`src/rtl/id_ex_stage_pkg.sv`:
```
// Shared constants and the ID/EX register layout for the RV32I execute stage.
package id_ex_stage_pkg;

  localparam int XLEN    = 32;
  localparam int RA_W    = 5;
  localparam int ALUFN_W = 4;

  localparam logic [ALUFN_W-1:0] ALU_ADD = 4'b0000;

  localparam logic [1:0] ASEL_RS1  = 2'd0;
  localparam logic [1:0] ASEL_PC   = 2'd1;
  localparam logic [1:0] ASEL_ZERO = 2'd2;

  localparam logic [1:0] FWD_REG   = 2'd0;
  localparam logic [1:0] FWD_EXMEM = 2'd1;
  localparam logic [1:0] FWD_MEMWB = 2'd2;

  typedef struct packed {
    logic               valid;
    logic [XLEN-1:0]    pc;
    logic [XLEN-1:0]    rs1_data;
    logic [XLEN-1:0]    rs2_data;
    logic [XLEN-1:0]    imm;
    logic [RA_W-1:0]    rs1;
    logic [RA_W-1:0]    rs2;
    logic [RA_W-1:0]    rd;
    logic [1:0]         asel;
    logic               bsel;
    logic [ALUFN_W-1:0] alufn;
    logic               instr5;
    logic [4:0]         shamt;
    logic               regwrite;
    logic               memread;
    logic               memwrite;
    logic               memtoreg;
    logic               branch;
  } idex_t;

  // A bubble clears everything; rs1/rs2 = x0 keeps forwarding inert.
  function automatic idex_t idex_bubble();
    idex_t b;
    b       = '0;
    b.alufn = ALU_ADD;
    return b;
  endfunction

endpackage

```
`src/rtl/id_ex_stage_fwd_mux.sv`:
```
// Operand forwarding select for one EX source register; EX/MEM beats MEM/WB, x0 never forwarded.
module fwd_mux
  import id_ex_stage_pkg::*;
(
  input  logic [RA_W-1:0] src,
  input  logic [XLEN-1:0] reg_val,
  input  logic [RA_W-1:0] exmem_rd,
  input  logic            exmem_regwrite,
  input  logic [XLEN-1:0] exmem_result,
  input  logic [RA_W-1:0] memwb_rd,
  input  logic            memwb_regwrite,
  input  logic [XLEN-1:0] memwb_result,
  output logic [XLEN-1:0] val,
  output logic [1:0]      sel
);

  // Pick the youngest producer of src
  always_comb begin
    val = reg_val;
    sel = FWD_REG;
    if (exmem_regwrite && (exmem_rd != 5'd0) && (exmem_rd == src)) begin
      val = exmem_result;
      sel = FWD_EXMEM;
    end else if (memwb_regwrite && (memwb_rd != 5'd0) && (memwb_rd == src)) begin
      val = memwb_result;
      sel = FWD_MEMWB;
    end else begin
      val = reg_val;
      sel = FWD_REG;
    end
  end

endmodule

```
`src/rtl/id_ex_stage.sv`:
```
// ID/EX pipeline register with EX operand forwarding and load-use bubble insertion.
module id_ex_stage
  import id_ex_stage_pkg::*;
(
  input  logic               clk,
  input  logic               rst,
  input  logic               stall,
  input  logic               flush,
  input  logic               id_valid,
  input  logic [XLEN-1:0]    id_pc,
  input  logic [XLEN-1:0]    id_rs1_data,
  input  logic [XLEN-1:0]    id_rs2_data,
  input  logic [XLEN-1:0]    id_imm,
  input  logic [RA_W-1:0]    id_rs1,
  input  logic [RA_W-1:0]    id_rs2,
  input  logic [RA_W-1:0]    id_rd,
  input  logic [1:0]         id_asel,
  input  logic               id_bsel,
  input  logic [ALUFN_W-1:0] id_alufn,
  input  logic               id_instr5,
  input  logic [4:0]         id_shamt,
  input  logic               id_regwrite,
  input  logic               id_memread,
  input  logic               id_memwrite,
  input  logic               id_memtoreg,
  input  logic               id_branch,
  input  logic [RA_W-1:0]    exmem_rd,
  input  logic               exmem_regwrite,
  input  logic [XLEN-1:0]    exmem_result,
  input  logic [RA_W-1:0]    memwb_rd,
  input  logic               memwb_regwrite,
  input  logic [XLEN-1:0]    memwb_result,
  output logic [XLEN-1:0]    ex_a,
  output logic [XLEN-1:0]    ex_b,
  output logic [ALUFN_W-1:0] ex_alufn,
  output logic [4:0]         ex_shamt,
  output logic               ex_instr5,
  output logic [XLEN-1:0]    ex_store_data,
  output logic [XLEN-1:0]    ex_pc,
  output logic [XLEN-1:0]    ex_imm,
  output logic [RA_W-1:0]    ex_rd,
  output logic               ex_valid,
  output logic               ex_regwrite,
  output logic               ex_memread,
  output logic               ex_memwrite,
  output logic               ex_memtoreg,
  output logic               ex_branch,
  output logic               ld_use_hazard,
  output logic [1:0]         fwd_a,
  output logic [1:0]         fwd_b
);

  idex_t           idex_r;
  idex_t           capture_s;
  logic            hazard_s;
  logic [XLEN-1:0] rs1_fwd_s;
  logic [XLEN-1:0] rs2_fwd_s;

  // Load in EX whose rd feeds the decoding instruction; a flush makes the stall pointless
  always_comb begin
    hazard_s = 1'b0;
    if (idex_r.valid && idex_r.memread && (idex_r.rd != 5'd0) && id_valid && !flush &&
        ((idex_r.rd == id_rs1) || (idex_r.rd == id_rs2))) begin
      hazard_s = 1'b1;
    end else begin
      hazard_s = 1'b0;
    end
  end

  // Decode slot as it would be latched; controls only survive for a real instruction
  always_comb begin
    capture_s          = '0;
    capture_s.valid    = id_valid;
    capture_s.pc       = id_pc;
    capture_s.rs1_data = id_rs1_data;
    capture_s.rs2_data = id_rs2_data;
    capture_s.imm      = id_imm;
    capture_s.rs1      = id_rs1;
    capture_s.rs2      = id_rs2;
    capture_s.rd       = id_rd;
    capture_s.asel     = id_asel;
    capture_s.bsel     = id_bsel;
    capture_s.alufn    = id_alufn;
    capture_s.instr5   = id_instr5;
    capture_s.shamt    = id_shamt;
    capture_s.regwrite = id_regwrite & id_valid;
    capture_s.memread  = id_memread & id_valid;
    capture_s.memwrite = id_memwrite & id_valid;
    capture_s.memtoreg = id_memtoreg & id_valid;
    capture_s.branch   = id_branch & id_valid;
  end

  // Pipeline register: flush > stall > load-use bubble > load
  always_ff @(posedge clk or negedge rst) begin
    if (!rst) begin
      idex_r <= idex_bubble();
    end else if (flush) begin
      idex_r <= idex_bubble();
    end else if (stall) begin
      idex_r <= idex_r;
    end else if (hazard_s) begin
      idex_r <= idex_bubble();
    end else begin
      idex_r <= capture_s;
    end
  end

  fwd_mux u_fwd_rs1 (
    .src(idex_r.rs1), .reg_val(idex_r.rs1_data),
    .exmem_rd(exmem_rd), .exmem_regwrite(exmem_regwrite), .exmem_result(exmem_result),
    .memwb_rd(memwb_rd), .memwb_regwrite(memwb_regwrite), .memwb_result(memwb_result),
    .val(rs1_fwd_s), .sel(fwd_a)
  );

  fwd_mux u_fwd_rs2 (
    .src(idex_r.rs2), .reg_val(idex_r.rs2_data),
    .exmem_rd(exmem_rd), .exmem_regwrite(exmem_regwrite), .exmem_result(exmem_result),
    .memwb_rd(memwb_rd), .memwb_regwrite(memwb_regwrite), .memwb_result(memwb_result),
    .val(rs2_fwd_s), .sel(fwd_b)
  );

  // ALU operand A source
  always_comb begin
    case (idex_r.asel)
      ASEL_RS1:  ex_a = rs1_fwd_s;
      ASEL_PC:   ex_a = idex_r.pc;
      ASEL_ZERO: ex_a = 32'd0;
      default:   ex_a = rs1_fwd_s;
    endcase
  end

  assign ex_b          = idex_r.bsel ? idex_r.imm : rs2_fwd_s;
  assign ex_store_data = rs2_fwd_s;
  assign ex_alufn      = idex_r.alufn;
  assign ex_shamt      = idex_r.shamt;
  assign ex_instr5     = idex_r.instr5;
  assign ex_pc         = idex_r.pc;
  assign ex_imm        = idex_r.imm;
  assign ex_rd         = idex_r.rd;
  assign ex_valid      = idex_r.valid;
  assign ex_regwrite   = idex_r.regwrite;
  assign ex_memread    = idex_r.memread;
  assign ex_memwrite   = idex_r.memwrite;
  assign ex_memtoreg   = idex_r.memtoreg;
  assign ex_branch     = idex_r.branch;
  assign ld_use_hazard = hazard_s;

endmodule
```
`config.mk`:
```
export PLATFORM = sky130hd
export DESIGN_NAME = id_ex_stage
export DESIGN_NICKNAME = d
export VERILOG_FILES = /design/src/rtl/id_ex_stage_pkg.sv /design/src/rtl/id_ex_stage_fwd_mux.sv /design/src/rtl/id_ex_stage.sv
export SDC_FILE = /design/constraint.sdc
export NUM_CORES = 1
export LEC_CHECK = 0
export BUFFER_PORTS_ARGS = -buffer_cell sky130_fd_sc_hd__buf_2
export CAP_MARGIN = 10
export CORE_MARGIN = 4
export CORE_UTILIZATION = 35
export CTS_BUF_LIST = sky130_fd_sc_hd__clkbuf_8
export DETAILED_ROUTE_END_ITERATION = 16
export PLACE_DENSITY = 0.63
export SETUP_SLACK_MARGIN = 0.4
export SYNTH_ARGS = -nofsm -noshare
export SYNTH_HDL_FRONTEND = slang
export SYNTH_SLANG_ARGS = --single-unit
```
`constraint.sdc`:
```
create_clock -name clk -period 2.2 [get_ports clk]
set_clock_uncertainty 0.05 [all_clocks]
set_input_delay 0 -clock clk [delete_from_list [all_inputs] [get_ports clk]]
set_output_delay 0 -clock clk [all_outputs]
set_load 0.01 [all_outputs]
```
==> impl_metrics.tcl <==
set metrics [dict create \
    multi_input_area_sq_um 8080 \
    cts-htree-levels 4 \
    hp-class "in2async" \
    chipHeight_um 190 \
    fp.dieArea_sq_um 36000 \
    routedWlPerCell_um 28.0 \
    max_freq_ghz 0.383 \
    worstMarginPinSlew_ns 1.06 \
    period_needed_ns 2.61 \
    yosys_warnings 0 \
    rows 66 \
    switching_share_pct 36.3 \
    tns_ns -31.52 \
    ys_types 34 \
    final.setup.worst_slack_ns -0.411 \
    die_x_um 190 \
    synth_area_sq_um 11600 \
    setup_viol 202 \
    finalNonFillerCells 2230 \
    clock_power_share_pct 27.1 \
    cts_buffers 17 \
    place_congestion 0.918 \
    fillers 2496 \
    core_region_area_sq_um 32500 \
    yosysSeqAreaShare_pct 35.1 \
    grt_pass1_wl_um 86500 \
    antenna_found_initial 7 \
    syn2layout_area_growth_pct 74.9 \
    syn_area_per_cell_sq_um 9.61 \
    critical_path_required_ns 2.15 \
    drive_gt1_share_pct 50.9 \
    cts-root-buf "clkbuf_8" \
    place_inst 1927 \
    pwr-share-seq_pct 39.2 \
    worstSetupPathType "reg2out" \
    clk_pin_slew_ns 0.11 \
    slew_violations 0 \
    yosysTopAreaCellShare_pct 35.1 \
    place_area_sq_um 13900 \
    peakVddDrop_uv 389 \
    synth.area.top_cells "dfrtp_1 35%, nand3b_1 9.9%, o41ai_2 8.9%, o41ai_1 7.0%, inv_1 6.2%" \
    vias_per_cell 5.74 \
    cp.arrival_ns 2.56 \
    pwr-share-comb_pct 33.7 \
    worstSetupStartpointType "register" \
    initial_core_util_pct 35.5 \
    dp_slack_ns -0.105 \
    synth_nets 1446 \
    synth-async-reset-ratio_pct 100 \
    dr.first_iter.drc_count 1118 \
    grt_pass1_vias 12936 \
    wl_um 62300 \
    cellPowerDensity_nw_per_um2 423 \
    switching_power_mw 3.10 \
    firstDrtPassIters 5 \
    clock_latency_ns 0.48 \
    detail-route-antenna-nets 0 \
    grt_max_degree 137 \
    finish.instance_area_sq_um 20200 \
    overflow 0 \
    path_max_fanout 15 \
    hold_violations 0 \
    yosysMostFrequentCell "inv_1" \
    p_int_mw 5.45 \
    post-synth-top-area-cell "dfrtp_1" \
    hpwl_um 39200 \
    rsz0062_at_grt "true" \
    cts_tree "done" \
    cts.sinks 162 \
    critPathCaptureType "primary output" \
    ys.flop_type "dfrtp_1" \
    vias 12797 \
    synth_edf_count 0 \
    drv_cap 0 \
    io_buffer_count 427 \
    groute.usage.overall_pct 32.4 \
    drc 0 \
    fin_util_pct 62.1 \
    finalNetCount 2011 \
    syn_inst 1203 \
    cts_buffer_depth 2 \
    post-route-period-util_pct 119 \
    p_leak_nw 10.0 \
    failed_checks "negative setup slack" \
    total_power_mw 8.55 \
    synthTopCellsByCount "190 x inv_1, 162 x dfrtp_1, 152 x nand3b_1, 93 x o41ai_1, 87 x clkbuf_1" \
    outcome "finished with violations" \
    slew_headroom_pct 29.0 \
    register_area_sq_um 4060 \
    io_pins 428 \
    ys_ff_latch 162 \
    hold_slack_ns 0.0577 \
]
[power by group through the flow]
stage / combinational, mW / clock, mW / sequential [mW]
floorplan: 1.10 / 0 / 3.29
global placement: 1.92 / 0 / 3.38
detailed placement: 1.94 / 0 / 3.38
CTS: 2.55 / 2.30 / 3.33
global route: 3.03 / 2.42 / 3.36
finish: 2.89 / 2.32 / 3.35
[routing by layer]
layer | global-route usage, % | routed length (um) | up-vias
met5 | 0 | 17 | -
met4 | 16.4 | 3740 | 2
met3 | 6.31 | 4570 | 204
met2 | 53.1 | 29400 | 771
met1 | 41.0 | 24600 | 6349
li1 | - | - | 5471
[path summary, 6_finish.rpt]
kind | start | endpoint | slack [ns] | cells past startpoint
hold reg to reg | ex_memwrite$_DFFE_PN0P_ | ex_memwrite$_DFFE_PN0P_ | 0.44 | 2
setup reg to reg | ex_rd[2]$_DFFE_PN0P_ | idex_r[70]$_DFFE_PN0P_ | -0.11 | 8
setup / recovery | idex_r[27]$_DFFE_PN0P_ | ex_b[28] | -0.41 | 8
min in group clk | id_valid | ex_memtoreg$_DFFE_PN0P_ | 0.09 | 5
hold / removal | rst | ex_branch$_DFFE_PN0P_ | 0.06 | 3
max in group asynchronous | rst | ex_memtoreg$_DFFE_PN0P_ | 1.42 | 3
[flip-flops by register name, indices dropped and copies added, names as in the netlist, 4 cells and up]
register and cells:
ex_rd 5, ex_imm 32, ex_pc 32, idex_r 77
ex_alufn 4, ex_shamt 5
[logic make-up (layout without fill, tap and decap cells)]
group / Yosys count / count (layout) / synth area share, %
adder cells (fa/ha/maj): 1 / 1 / 0.108
multiplexers: 64 / 64 / 5.54
flip-flops: 162 / 162 / 35.1
other: 0 / 7 / 0
buffers and inverters: 397 / 975 / 17.2
AO/OA/AOI/OAI: 294 / 294 / 25.6
XOR/XNOR: 30 / 30 / 2.27
AND/OR/NAND/NOR: 255 / 255 / 14.3
[layout make-up]
cell class / instances / area share [%]
clock buffers: 19 / 1.29
multi-input cells: 644 / 40.0
diodes: 7 / 0.0866
well taps: 442 / 2.74
flip-flops and latches: 162 / 20.1
repair buffers: 753 / 31.7
clock inverters: 13 / 0.563
inverters: 190 / 3.55
[worst max-delay path, stage by stage, from the launching register on]
cell and delay (ns):
dfrtp_1 0.43, xor2_1 0.18, nor3_2 0.24, nand4_4 0.14, buf_12 0.18, buf_12 0.16, mux2i_1 0.15, a221oi_2 0.35
buf_2 0.21
[cell usage in the layout (no fill, tap or decap), drive strengths merged, types with 3 or more instances in the layout]
cell / count
o21ai: 38
a32oi: 32
nor2b: 4
diode: 7
clkinv: 3
xor2: 20
clkbuf: 21
or4: 3
dfrtp: 162
nand3b: 152
nor3: 38
a21oi: 33
mux2i: 64
o41ai: 156
buf: 586
clkinvlp: 5
dlygate4sd3: 165
nand2: 15
xnor2: 10
a221oi: 32
nor2: 35
nand3: 3
inv: 194
[repair_timing]
action                     CTS  global route
gates cloned                31             1
setup endpoints to repair  263           263
buffers inserted            53            13
pin swaps                   31            27
hold buffers               166             0
gates resized for setup    277           157
hold endpoints to repair   324             0
Note: power is estimated with default switching activity, not from simulation.
